===== src/rtl/lsu_controller.sv =====
// Load/store sequencer for a 64-bit data memory: aligned doubleword access,
// read-modify-write for narrow stores and load extension through an external unit.
module lsu_controller #(
    parameter int MEM_LAT = 1
) (
    input  logic        clk,
    input  logic        reset,
    input  logic        req_valid,
    output logic        req_ready,
    input  logic        req_store,
    input  logic [1:0]  req_size,
    input  logic        req_unsigned,
    input  logic [63:0] req_addr,
    input  logic [63:0] req_wdata,
    output logic [63:0] mem_addr,
    output logic        mem_wr,
    output logic [63:0] mem_wdata,
    input  logic [63:0] mem_rdata,
    output logic [4:0]  ext_sel,
    output logic [63:0] ext_in,
    input  logic [63:0] ext_out,
    output logic        resp_valid,
    output logic [63:0] resp_data,
    output logic        misaligned
);

    // state | meaning
    // IDLE  | waiting for a request, req_ready high
    // READ  | memory read in flight, MEM_LAT cycles
    // EXT   | extension unit driven, result registered
    // MERGE | store bytes merged into the read doubleword
    // WRITE | one-cycle write strobe
    // RESP  | one-cycle completion pulse
    // ERR   | one-cycle misalignment pulse
    typedef enum logic [2:0] {
        S_IDLE, S_READ, S_EXT, S_MERGE, S_WRITE, S_RESP, S_ERR
    } state_t;

    localparam int CW = (MEM_LAT > 1) ? $clog2(MEM_LAT) : 1;

    state_t        state_q, state_d;
    logic [CW-1:0] cnt_q, cnt_d;
    logic          store_q, store_d;
    logic [1:0]    size_q, size_d;
    logic          uns_q, uns_d;
    logic [2:0]    off_q, off_d;
    logic [63:0]   wdata_q, wdata_d;
    logic [63:0]   rbuf_q, rbuf_d;
    logic [63:0]   mem_addr_q, mem_addr_d;
    logic          mem_wr_q, mem_wr_d;
    logic [63:0]   mem_wdata_q, mem_wdata_d;
    logic [4:0]    ext_sel_q, ext_sel_d;
    logic [63:0]   ext_in_q, ext_in_d;
    logic          resp_valid_q, resp_valid_d;
    logic [63:0]   resp_data_q, resp_data_d;
    logic          misaligned_q, misaligned_d;
    logic          req_ready_q, req_ready_d;

    logic          req_mis;
    logic [63:0]   lane_mask;
    logic [63:0]   wbuf;

    always_comb begin
        req_mis = 1'b0;
        case (req_size)
            2'd0:    req_mis = 1'b0;
            2'd1:    req_mis = req_addr[0];
            2'd2:    req_mis = |req_addr[1:0];
            default: req_mis = |req_addr[2:0];
        endcase
    end

    always_comb begin
        lane_mask = 64'h0000_0000_FFFF_FFFF;
        case (size_q)
            2'd0:    lane_mask = 64'h0000_0000_0000_00FF;
            2'd1:    lane_mask = 64'h0000_0000_0000_FFFF;
            default: lane_mask = 64'h0000_0000_FFFF_FFFF;
        endcase
        wbuf = (rbuf_q & ~(lane_mask << {off_q, 3'b000}))
             | ((wdata_q & lane_mask) << {off_q, 3'b000});
    end

    always_comb begin
        state_d      = state_q;
        cnt_d        = cnt_q;
        store_d      = store_q;
        size_d       = size_q;
        uns_d        = uns_q;
        off_d        = off_q;
        wdata_d      = wdata_q;
        rbuf_d       = rbuf_q;
        mem_addr_d   = mem_addr_q;
        mem_wr_d     = 1'b0;
        mem_wdata_d  = mem_wdata_q;
        ext_sel_d    = 5'd0;
        ext_in_d     = 64'h0;
        resp_valid_d = 1'b0;
        resp_data_d  = resp_data_q;
        misaligned_d = 1'b0;

        case (state_q)
            S_IDLE: begin
                if (req_valid) begin
                    store_d     = req_store;
                    size_d      = req_size;
                    uns_d       = req_unsigned;
                    off_d       = req_addr[2:0];
                    wdata_d     = req_wdata;
                    mem_addr_d  = {req_addr[63:3], 3'b000};
                    resp_data_d = 64'h0;
                    if (req_mis) begin
                        state_d      = S_ERR;
                        misaligned_d = 1'b1;
                    end else if (req_store && req_size == 2'd3) begin
                        state_d     = S_WRITE;
                        mem_wr_d    = 1'b1;
                        mem_wdata_d = req_wdata;
                    end else begin
                        state_d = S_READ;
                        cnt_d   = CW'(MEM_LAT - 1);
                    end
                end
            end
            S_READ: begin
                if (cnt_q == '0) begin
                    rbuf_d = mem_rdata;
                    if (store_q) begin
                        state_d = S_MERGE;
                    end else begin
                        // Extension operands are registered so they are stable for the whole EXT cycle.
                        state_d   = S_EXT;
                        ext_in_d  = mem_rdata >> {off_q, 3'b000};
                        ext_sel_d = (size_q == 2'd3) ? 5'd0
                                  : ({3'b000, size_q} + (uns_q ? 5'd3 : 5'd0));
                    end
                end else begin
                    cnt_d = cnt_q - CW'(1);
                end
            end
            S_EXT: begin
                resp_data_d  = (size_q == 2'd3) ? rbuf_q : ext_out;
                resp_valid_d = 1'b1;
                state_d      = S_RESP;
            end
            S_MERGE: begin
                mem_wdata_d = wbuf;
                mem_wr_d    = 1'b1;
                state_d     = S_WRITE;
            end
            S_WRITE: begin
                resp_valid_d = 1'b1;
                state_d      = S_RESP;
            end
            S_RESP:  state_d = S_IDLE;
            S_ERR:   state_d = S_IDLE;
            default: state_d = S_IDLE;
        endcase

        req_ready_d = (state_d == S_IDLE);
    end

    always_ff @(posedge clk) begin
        if (reset) begin
            state_q      <= S_IDLE;
            cnt_q        <= '0;
            store_q      <= 1'b0;
            size_q       <= 2'd0;
            uns_q        <= 1'b0;
            off_q        <= 3'd0;
            wdata_q      <= 64'h0;
            rbuf_q       <= 64'h0;
            mem_addr_q   <= 64'h0;
            mem_wr_q     <= 1'b0;
            mem_wdata_q  <= 64'h0;
            ext_sel_q    <= 5'd0;
            ext_in_q     <= 64'h0;
            resp_valid_q <= 1'b0;
            resp_data_q  <= 64'h0;
            misaligned_q <= 1'b0;
            req_ready_q  <= 1'b1;
        end else begin
            state_q      <= state_d;
            cnt_q        <= cnt_d;
            store_q      <= store_d;
            size_q       <= size_d;
            uns_q        <= uns_d;
            off_q        <= off_d;
            wdata_q      <= wdata_d;
            rbuf_q       <= rbuf_d;
            mem_addr_q   <= mem_addr_d;
            mem_wr_q     <= mem_wr_d;
            mem_wdata_q  <= mem_wdata_d;
            ext_sel_q    <= ext_sel_d;
            ext_in_q     <= ext_in_d;
            resp_valid_q <= resp_valid_d;
            resp_data_q  <= resp_data_d;
            misaligned_q <= misaligned_d;
            req_ready_q  <= req_ready_d;
        end
    end

    assign req_ready  = req_ready_q;
    assign mem_addr   = mem_addr_q;
    assign mem_wr     = mem_wr_q;
    assign mem_wdata  = mem_wdata_q;
    assign ext_sel    = ext_sel_q;
    assign ext_in     = ext_in_q;
    assign resp_valid = resp_valid_q;
    assign resp_data  = resp_data_q;
    assign misaligned = misaligned_q;

endmodule


===== config.mk =====
export PLATFORM = sky130hd
export DESIGN_NAME = lsu_controller
export DESIGN_NICKNAME = d
export VERILOG_FILES = /design/src/rtl/lsu_controller.sv
export SDC_FILE = /design/constraint.sdc
export NUM_CORES = 1
export LEC_CHECK = 0
export CAP_MARGIN = 0
export CORE_AREA = 2 2 208 210
export CTS_CLUSTER_DIAMETER = 30
export DETAILED_ROUTE_END_ITERATION = 8
export DIE_AREA = 0 0 210 212
export PLACE_DENSITY = 0.76
export SLEW_MARGIN = 30
export SYNTH_ARGS = -nofsm -noshare
export SYNTH_HDL_FRONTEND = slang
export SYNTH_SLANG_ARGS = --single-unit

===== constraint.sdc =====
create_clock -name clk -period 2.08 [get_ports clk]
set_clock_uncertainty 0.15 [all_clocks]
set_input_delay 0.416 -clock clk [delete_from_list [all_inputs] [get_ports clk]]
set_output_delay 0.416 -clock clk [all_outputs]
set_load 0.02 [all_outputs]

# ---- Yosys cells after proc, flatten, opt, wreduce, memory -nomap -nowiden
# Index checks and enable logic that the tools add are counted.
dict set report classes {
  n_addsub 2
  multipliers 0
  div 0
  magnitude_cmp 0
  eq_ne 13
  shifts 3
  n_mux 27
  n_bitwise 8
  reduce_logical 19
}
# cell count
set op_table {}
lappend op_table {{two-way mux 64 bit} 5}
lappend op_table {{one-hot mux 64 bit (2 select lines)} 2}
lappend op_table {{bitwise AND 64 bit} 2}
lappend op_table {{<< shifter 64 x 6 -> 64 bit} 2}
lappend op_table {{inverter 64 bit} 1}
lappend op_table {{OR 64 bit} 1}
lappend op_table {{one-hot mux 32 bit (2 select lines)} 1}
lappend op_table {{>> shifter 64 x 6 -> 64 bit} 1}
lappend op_table {{two-way mux 3 bit} 4}
lappend op_table {{one-hot mux 3 bit (4 select lines)} 1}
lappend op_table {{two-way mux 1 bit} 10}
lappend op_table {{inequality test 2 bit, second input constant} 4}
lappend op_table {{AND reduction 4 bit} 2}
lappend op_table {{equality test 2 bit, second input constant} 3}
lappend op_table {{equality test 3 x 2 -> 1 bit, second input constant} 2}
lappend op_table {{zero test 3 bit} 2}
lappend op_table {{AND reduction 2 bit} 3}
lappend op_table {{nonzero test 2 bit} 3}
lappend op_table {{OR reduction 3 bit} 2}
lappend op_table {{OR reduction 5 bit} 1}
lappend op_table {{equality test 2 x 1 -> 1 bit, second input constant} 2}
lappend op_table {{zero test 2 bit} 2}
lappend op_table {{inverter 1 bit} 4}
lappend op_table {{one-hot mux 1 bit (2 select lines)} 2}
lappend op_table {{other kinds (9)} 10}
dict set report totals {
  regBits 401
  latch_bits 0
  ramBits 0
  romBits 0
  input_bits 263
  output_inout_bits 265
  elab_cells 89
  memories 0
}

# ---- Depth between registers and ports, before layout
dict set report logic_depth {
  depth_word 7
  depth_mapped 7
  mapped_depth_nobuf 4
}

# ---- Least setup slack after synthesis
# Ideal clock, no wire load.
dict set report synth_path {
  path_type {register to register}
  from {register size_q[1]}
  to {register resp_data_q[36], in the netlist resp_data[36]}
  setup_ps 128
  arrival_time_ps 1660
  required_ps 1802
  path_slack_ps 143
  stages_incl_launch_ff 8
  n_path_buf 3
  period_less_slack_ps 1937
  path_cell_list {dfxtp_1 buf_2 nand2_1 buf_2 clkbuf_1 mux2_2 a22oi_1 nor2_1}
}
dict set report synth_between {
  elab_chain_cells 3
}
# item line
set synth_lines {}
lappend synth_lines {{start, declared} 44} ;# logic [1:0] size_q, size_d;
lappend synth_lines {{start signal, assigned} 186} ;# size_q <= size_d;
lappend synth_lines {{equality test 2 bit} 142} ;# resp_data_d = (size_q == 2'd3) ? rbuf_q : ext_out;
lappend synth_lines {{two-way mux 64 bit} 142}
lappend synth_lines {{one-hot mux 64 bit (2 select lines)} 102} ;# case (state_q)
lappend synth_lines {{end signal, assigned} 197} ;# resp_data_q <= resp_data_d;
lappend synth_lines {{end, declared} 55} ;# logic [63:0] resp_data_q, resp_data_d;
# No other way between the ends.
# A chain may end at the register's enable or synchronous reset.

# ---- Worst setup path after layout
dict set report layout_path {
  from {register off_q[0]}
  to {register mem_wdata_q[18], in the netlist mem_wdata[18]}
}
dict set report layout_between {
  elab_chain_cells 5
}
# item line
set layout_lines {}
lappend layout_lines {{start, declared} 46} ;# logic [2:0] off_q, off_d;
lappend layout_lines {{start signal, assigned} 170} ;# off_q <= 3'd0;
lappend layout_lines {{start signal, assigned} 188} ;# off_q <= off_d;
lappend layout_lines {{<< shifter 64 x 6 -> 64 bit} 80} ;# wbuf = (rbuf_q & ~(lane_mask << {off_q, 3'b000}))
lappend layout_lines {{inverter 64 bit} 80}
lappend layout_lines {{bitwise AND 64 bit} 80}
lappend layout_lines {{OR 64 bit *} 81} ;# | ((wdata_q & lane_mask) << {off_q, 3'b000});
lappend layout_lines {{one-hot mux 64 bit (2 select lines) *} 102}
lappend layout_lines {{end signal, assigned} 193} ;# mem_wdata_q <= mem_wdata_d;
lappend layout_lines {{end, declared} 51} ;# logic [63:0] mem_wdata_q, mem_wdata_d;
# Mark *: on every way between the ends. The rest lies on a longest branch, timed or not.

==> summary.txt <==
Run status
  • Status: finished, violations left
  • Failing checks: negative setup slack

Worst hold path
  • Worst hold path class: in -> reg

Floorplan
  • Core area: 42500 sq um
  • Die W: 210 um
  • Die ar.: 44500 sq um
  • Die Y-Extent: 212 um
  • I/O Pins: 528
  • Row Count: 76
  • Starting Density: 38.9%

Routing
  • DRC viols: 0
  • DRT antenna net count: 0
  • DR WL/cell: 23.3 um
  • Drt total wl: 74800 um
  • TritonRoute pass-1 iters: 6
  • Initial DRC count: 1971
  • Vias per cell: 5.76
  • Routed vias: 18500

CTS
  • CTS clk-pin slew, worst paths: 0.06 ns
  • CTS buffer count: 83
  • Clk sinks: 366
  • CTS tree: built
  • Clock Path Buffers: 3
  • Worst skew pair latency: 0.60 ns
  • H-tree Lvls: 3
  • Clock Tree Root: clkbuf_16

STA
  • Worst slew pin tran: 0.646 ns
  • Setup TNS: -0.00192 ns
  • Setup ws final: -0.00192 ns
  • Slew Limit Fails: 0
  • Final period util: 100%
  • Worst hold margin: 0.0733 ns
  • Slew HR: 56.9%
  • RSZ-0062 raised after global routing: yes
  • Hold Fails Final Rpt: 0
  • # setup viols final: 1
  • Peak Freq: 480 MHz
  • Fin crit period: 2.08 ns

Global routing
  • Initial antenna violation count: 4
  • Global-route wire length before repair: 108000 um
  • Vias in the first global route: 17800
  • GRT Overall Usage: 31.9%
  • Pin count of the biggest net entering global routing: 119
  • Total grt overflow: 0

Job
  • Max-cap violations: 0

Final layout
  • Layout cells sized above 1: 19.5%
  • Most common cell after layout, fill and taps aside: nand2_1
  • Layout Area Growth over Synthesis: 61.2%
  • Post-Route Utilization: 62.8%
  • Final instance area: 26700 sq um
  • Most frequent cells in the layout: nand2_1 (454), dfxtp_1 (361), clkdlybuf4s50_1 (263)
  • Fin nets: 2852

Placed design
  • DP Area: 23600 sq um
  • IO buf count: 522
  • Routability Congestion: 0.990
  • HPWL after DPL: 54900 um

Pwr
  • Leakage power: 11.2 nW
  • Power density cells: 997 nW/um^2
  • Pwr Total: 26.6 mW
  • Max IR drop VDD: 751 uV

Setup path
  • Worst path arrival time: 2.38 ns
  • Crit start category: flip-flop
  • Critical path endpoint category: flip-flop
  • Crit Path Max Fanout: 13
  • Required time of the worst setup path: 2.38 ns
  • Class of the most critical setup path: reg -> reg

Logic synthesis
  • Main flop type after synthesis: dfxtp_1
  • Seq cells post-synth: 366
  • Sequential share of the synthesized area: 44.3%
  • Yosys warning count: 0
  • Syn Std Cell Area: 16500 sq um
  • Cell variety after synth: 60
  • Async S/R FF share, synth: 0%
  • Mean post-synth cell area: 8.52 sq um
  • Post-synth EDFFs: 0
  • Syn Inst Count: 1942
synth_stat cells (9+ instances only):
cell type	count	area, sq um
nand2_1	456	1710
dfxtp_1	366	7330
a21oi_1	221	1110
clkbuf_1	128	480
nor2_1	96	360
a22oi_1	64	480
mux2_2	64	721
mux2i_1	57	571
a221oi_1	48	420
o21ai_0	38	190
buf_2	34	170
a211oi_1	33	248
a311oi_1	24	210
nor2b_1	21	131
mux4_2	20	450
nand3b_1	20	150
buf_1	17	63.8
nand4b_1	17	149
o22a_1	16	140
o31ai_1	16	120
o32ai_1	16	140
and3_1	14	87.6
nor3_1	12	60.1
nand3_1	11	55.1
o21ai_1	11	55.1
and2_1	10	62.6
inv_1	10	37.5
a211o_1	9	78.8
cell families after synthesis:
family	synth area share (%)
flip-flops	44.3
AND/OR/NAND/NOR	18.1
buffers and inverters	4.93
XOR/XNOR	0.0529
other	0.0227
AO/OA/AOI/OAI	21.9
multiplexers	10.5
adder cells (fa/ha/maj)	0.197
flip-flops by register name, summed over array words and instances, names as in the netlist, 3 cells and up:
| register | cells |
|---|---|
| off_q | 3 |
| mem_wdata | 64 |
| ext_sel | 3 |
| state_q | 3 |
| resp_data | 64 |
| ext_in | 64 |
| mem_addr | 61 |
| rbuf_q | 64 |
| wdata_q | 32 |
power breakdown:
group	internal, mW	switching (mW)
combinational	2.14	2.84
sequential	7.55	0.480
clock	9.05	4.55
total	18.7	7.87
area by class of cell:
type | count | area (sq um)
repair buffers | 743 | 6960
clock inverters | 58 | 706
fillers | 3580 | 15800
well taps | 546 | 683
diodes | 5 | 12.5
clock buffers | 97 | 2220
flip-flops and latches | 366 | 7340
inverters | 11 | 41.3
multi-input cells | 1382 | 8720
final timing paths:
| path | startpoint | endpoint | slack [ns] | depth (start not counted) |
|---|---|---|---|---|
| min reg2reg | mem_addr[55]$_SDFFE_PP0P_ | mem_addr[55]$_SDFFE_PP0P_ | 0.30 | 2 |
| min | reset | ext_in[55]$_SDFF_PP0_ | 0.07 | 4 |
| max reg2reg | off_q[0]$_SDFFE_PP0P_ | mem_wdata[18]$_SDFFE_PP0P_ | -0.002 | 6 |
| max | off_q[0]$_SDFFE_PP0P_ | mem_wdata[18]$_SDFFE_PP0P_ | -0.002 | 6 |
what timing repair did:
action                     4_1_cts  5_1_grt
resized for setup              278       37
pin swaps                        3        6
setup endpoints to repair      274       90
hold buffers                     0        0
cloned                           0        3
setup buffers                    2        8
layer usage:
| layer | vias to the layer above | wire length (um) | track usage [%] |
|---|---|---|---|
| met4 | 0 | 3620 | 16.4 |
| met3 | 206 | 6860 | 6.93 |
| li1 | 8285 | - | - |
| met1 | 8860 | 29600 | 40.3 |
| met5 | - | 0 | 0 |
| met2 | 1137 | 34700 | 51.5 |
through the flow:
stage / cells / setup slack [ns]
after detailed placement: 3035 / -0.573
after global routing: 3207 / -0.0289
after floorplan: 1946 / 0.143
final: 3208 / -0.00192
after global placement: 3035 / -0.514
after CTS: 3192 / -0.0153
critical path: stages, from the launching register on:
cell and delay, ns:
dfxtp_4 0.39, buf_12 0.16, buf_4 0.19, a211oi_1 0.08
a211o_1 0.44, a221oi_2 0.42, a311oi_2 0.09
Note: power is estimated with default switching activity, not from simulation.
==> RTL edit 1 (config.mk and constraints unchanged) <==
The 7 states of `state_t` get a one-hot encoding in 7 bits.
--- a/src/rtl/lsu_controller.sv
+++ b/src/rtl/lsu_controller.sv
@@ -33,6 +33,6 @@
     // RESP  | one-cycle completion pulse
     // ERR   | one-cycle misalignment pulse
-    typedef enum logic [2:0] {
-        S_IDLE, S_READ, S_EXT, S_MERGE, S_WRITE, S_RESP, S_ERR
+    typedef enum logic [6:0] {
+        S_IDLE = 7'b0000001, S_READ = 7'b0000010, S_EXT = 7'b0000100, S_MERGE = 7'b0001000, S_WRITE = 7'b0010000, S_RESP = 7'b0100000, S_ERR = 7'b1000000
     } state_t;
 
Behaviour: no difference found for any inputs over 4 cycles, from zero or initial values and one cycle with reset high; so few cycles prove little.
==> RTL edit 1 against the unedited design <==
  * The flow still finishes with violations (negative setup slack)
  * Final area rose by 9.0%
  * Sequential cell count rose by 4
  * Area after synthesis rose by 2.8%
  * Setup slack got worse by 0.18 ns
  * Cell count rose by 7.5%
  * Total power fell by 10%
  * Wire length rose by 18%
  * Non-clock buffer count rose by 91
==> RTL edit 1: results (changes against the unedited design) <==
| Metric | Value |
|---|---|
| Status | complete, but fails checks (unchanged) |
| Seq/Total Area, Yosys | 43.5% (was 44.3%) |
| Peak supply drop | 875 uV (was 751 uV) |
| CTS Buffer Depth | 3 (unchanged) |
| Hpwl dp | 59700 um (was 54900 um) |
| DR vias | 20363 (was 18488) |
| Min Hold Slack | 0.228 ns (was 0.0733 ns) |
| Total CTS buffers | 82 (was 83) |
| Initial antenna violation count | 8 (was 4) |
| Layout Cells excl Fill | 3450 (was 3208) |
| Largest net degree at the start of global routing | 198 (was 119) |
| Post-CTS setup buffer count | 15 (was 2) |
| Leakage power | 12.3 nW (was 11.2 nW) |
| Layout cells sized above 1 | 22.6% (was 19.5%) |
| Global-route wire length before repair | 120000 um (was 108000 um) |
| Placed insts | 3215 (was 3035) |
| Setup violations, final | 214 (was 1) |
| CP Max Fanout | 13 (unchanged) |
| Clock insertion delay at the later pin of the skew report | 0.60 ns (about the same) |
| GRT Util Overall | 35.8% (was 31.9%) |
| NumNets Final | 3095 (was 2852) |
| TritonRoute pass-1 iters | 6 (unchanged) |
| Wirelength, routed | 88400 um (was 74800 um) |
| Synth area leaders | dfxtp_1 (44%), nand2_1 (13%), a21oi_1 (7.4%) (was dfxtp_1 (44%), nand2_1 (10%), a21oi_1 (6.7%)) |
| Final setup margin | -0.183 ns (was -0.00192 ns) |
| Place WS | -0.466 ns (was -0.573 ns) |
| Rel. slew slack | 35.8% (was 56.9%) |
| H-tree levels | 3 (unchanged) |
| First DRT Iteration DRCs | 2170 (was 1971) |
| Synth top cells by count | nand2_1 (568), dfxtp_1 (370), a21oi_1 (252), clkbuf_1 (144), nand3_1 (85) (was nand2_1 (456), dfxtp_1 (366), a21oi_1 (221), clkbuf_1 (128), nor2_1 (96)) |
| Vias in the first global route | 19284 (was 17801) |
| Yosys cell types | 63 (was 60) |
| # resized after CTS | 310 (was 278) |
| Arr. time, crit path | 2.63 ns (was 2.38 ns) |
| HP Class | primary input to register (unchanged) |
| Setup_tns | -18.84 ns (was -0.00192 ns) |
| Main synth FF type | dfxtp_1 (unchanged) |
| GPL Wtd Cong | 0.954 (was 0.990) |
| Syn Inst Count | 2117 (was 1942) |
| Failing checks | negative setup slack (unchanged) |
## RTL edit 1: where the power goes
group | internal (W) | switching, W | total [W]
sequential | 0.00727 | 0.000166 | 0.00744
combinational | 0.00149 | 0.00173 | 0.00322
clock | 0.00869 | 0.00449 | 0.0132
## RTL edit 1: metrics by stage
step	util [%]	total power (W)	cell area, um2
after floorplan	-	0.00873	17000
after global placement	57.0	0.0103	24200
after detailed placement	57.0	0.0103	24200
after CTS	64.6	0.0235	27500
after global routing	68.4	0.0244	29100
final	68.4	0.0238	29100
## RTL edit 1: final timing paths
kind,startpoint,endpoint,cells past startpoint
worst max-delay path,state_q[3],resp_data[26],6
worst max register to register,state_q[3],resp_data[26],6
worst min-delay path,req_addr[37],mem_addr[37],3
worst min register to register,mem_addr[34],mem_addr[34],2
## RTL edit 1: layer usage
layer | track usage, % | routed length [um]
met5 | 0 | 0
met4 | 21.8 | 5930
met2 | 57.5 | 40200
met1 | 43.5 | 33200
met3 | 8.86 | 8970
## RTL edit 1: kinds of logic after synthesis
family,after synthesis,share of synthesized area (%)
buffers and inverters,217,5.41
and+or+nand+nor,822,21.1
muxes,82,5.78
xor gates and xnor gates,1,0.0515
other,1,0.0220
adders and majority gates,2,0.191
AOI/OAI and AO/OA,622,23.9
DFF,370,43.5
## RTL edit 1: layout make-up
class / instances / area (um2)
well taps: 546 / 683
fillers: 3374 / 13400
repair buffers: 834 / 8500
clock inverters: 50 / 553
diodes: 8 / 20.0
multi-input cells: 1536 / 9610
clock buffers: 100 / 2270
flip-flops and latches: 370 / 7420
inverters: 6 / 30.0
## RTL edit 1: worst max-delay path: stages (launching register included)
cell,delay (ns)
dfxtp_2,0.33
buf_6,0.13
or2_4,0.30
or4b_4,0.68
clkbuf_16,0.24
a21o_1,0.18
a21oi_1,0.16
==> RTL edit 2 (same flow settings) <==
Made on the original files. The parameter `MEM_LAT` goes from 1 to 2.
--- a/src/rtl/lsu_controller.sv
+++ b/src/rtl/lsu_controller.sv
@@ -2,5 +2,5 @@
 // read-modify-write for narrow stores and load extension through an external unit.
 module lsu_controller #(
-    parameter int MEM_LAT = 1
+    parameter int MEM_LAT = 2
 ) (
     input  logic        clk,
Behaviour: not the same (Yosys sat finds a counterexample within 4 cycles, from zero or initial values and one cycle with reset high).
==> RTL edit 2 against the unedited design <==
  * The flow still finishes with violations (negative setup slack)
  * Critical endpoint is now mem_wdata[59]
  * Wire length increased by 0.17%
  * Total power grew 14%
  * Non-clock buffer count fell by 13
  * Final area fell by 1.9%
  * Sequential cell count grew 1
  * Area after synthesis shrank 2.1%
  * First-iteration DRC count shrank 13%
  * Critical path depth increased by 1
  * Sequential power rose by 12%
  * Combinational power grew 69%
  * Setup slack got worse by 0.035 ns
==> RTL edit 2: results (changes against the unedited design) <==
| Metric | Value |
|---|---|
| Largest net degree at the start of global routing | 128 (was 119) |
| Net switching power | 0.0105 W (was 0.00787 W) |
| Seq power | 0.00903 W (was 0.00803 W) |
| NumNets Final | 2923 (was 2852) |
| Met3 usage | 8.46% (was 6.93%) |
| CP max stage delay | 0.56 ns (was 0.44 ns) |
| Net Sw Frac | 34.3% (was 29.6%) |
| Peak supply drop | 808 uV (was 751 uV) |
| Final setup margin | -0.0368 ns (was -0.00192 ns) |
| Failing checks | negative setup slack (unchanged) |
| GR Layer Usage met1 | 38.3% (was 40.3%) |
| Status | complete, but fails checks (unchanged) |
| Seq/Total Area, Yosys | 45.4% (was 44.3%) |
| Vias in the first global route | 18148 (was 17801) |
| Post-CTS setup buffer count | 0 (was 2) |
| Placed insts | 3111 (was 3035) |
| GPL Wtd Cong | 1.04 (was 0.990) |
| Layout cells sized above 1 | 17.2% (was 19.5%) |
| Layout Cells excl Fill | 3282 (was 3208) |
| Worst hold path depth | 3 (was 4) |
| GRT Util Overall | 32.0% (was 31.9%) |
| Synth top cells by count | nand2_1 (537), dfxtp_1 (367), a21oi_1 (337), clkbuf_1 (152), nor2_1 (145) (was nand2_1 (456), dfxtp_1 (366), a21oi_1 (221), clkbuf_1 (128), nor2_1 (96)) |
| GR Util met2 | 51.6% (was 51.5%) |
| Top Family by Delay on Critical Path | simple AND/OR/NAND/NOR gates (was compound AO/OA/AOI/OAI gates) |
| Via-per-instance ratio | 5.62 (was 5.76) |
| Hpwl dp | 55900 um (was 54900 um) |
| Clk pwr share | 42.7% (was 51.1%) |
| Setup violations, final | 3 (was 1) |
| First DRT Iteration DRCs | 1713 (was 1971) |
| Mux share of post-synthesis cell area | 8.20% (was 10.5%) |
==> RTL edit 2: layer usage <==
metal | routed length (um) | share of wire (%) | vias to the layer above
met2 | 34700 | 46 | 1152
met1 | 28300 | 38 | 8709
met3 | 7270 | 9.7 | 243
met5 | 14 | 0.019 | -
met4 | 4600 | 6.1 | 2
li1 | - | - | 8350
==> RTL edit 2: cell type report <==
| cell class | instances | area (um2) |
|---|---|---|
| Inverter | 6 | 23.8 |
| Clock inverter | 53 | 608 |
| Tap cell | 546 | 683 |
| Timing Repair Buffer | 730 | 6850 |
| Multi-Input combinational cell | 1475 | 8430 |
| Clock buffer | 91 | 2180 |
| Fill cell | 3590 | 16300 |
| Antenna cell | 14 | 35.0 |
| Sequential cell | 367 | 7360 |
==> RTL edit 2: through the flow <==
stage / cell area [um2] / TNS, ns
finish: 26200 / -0.0475
global route: 26200 / -1.12
CTS: 25700 / -0.00942
detailed placement: 23100 / -76.58
global placement: 23100 / -70.28
floorplan: 16200 / -2.47
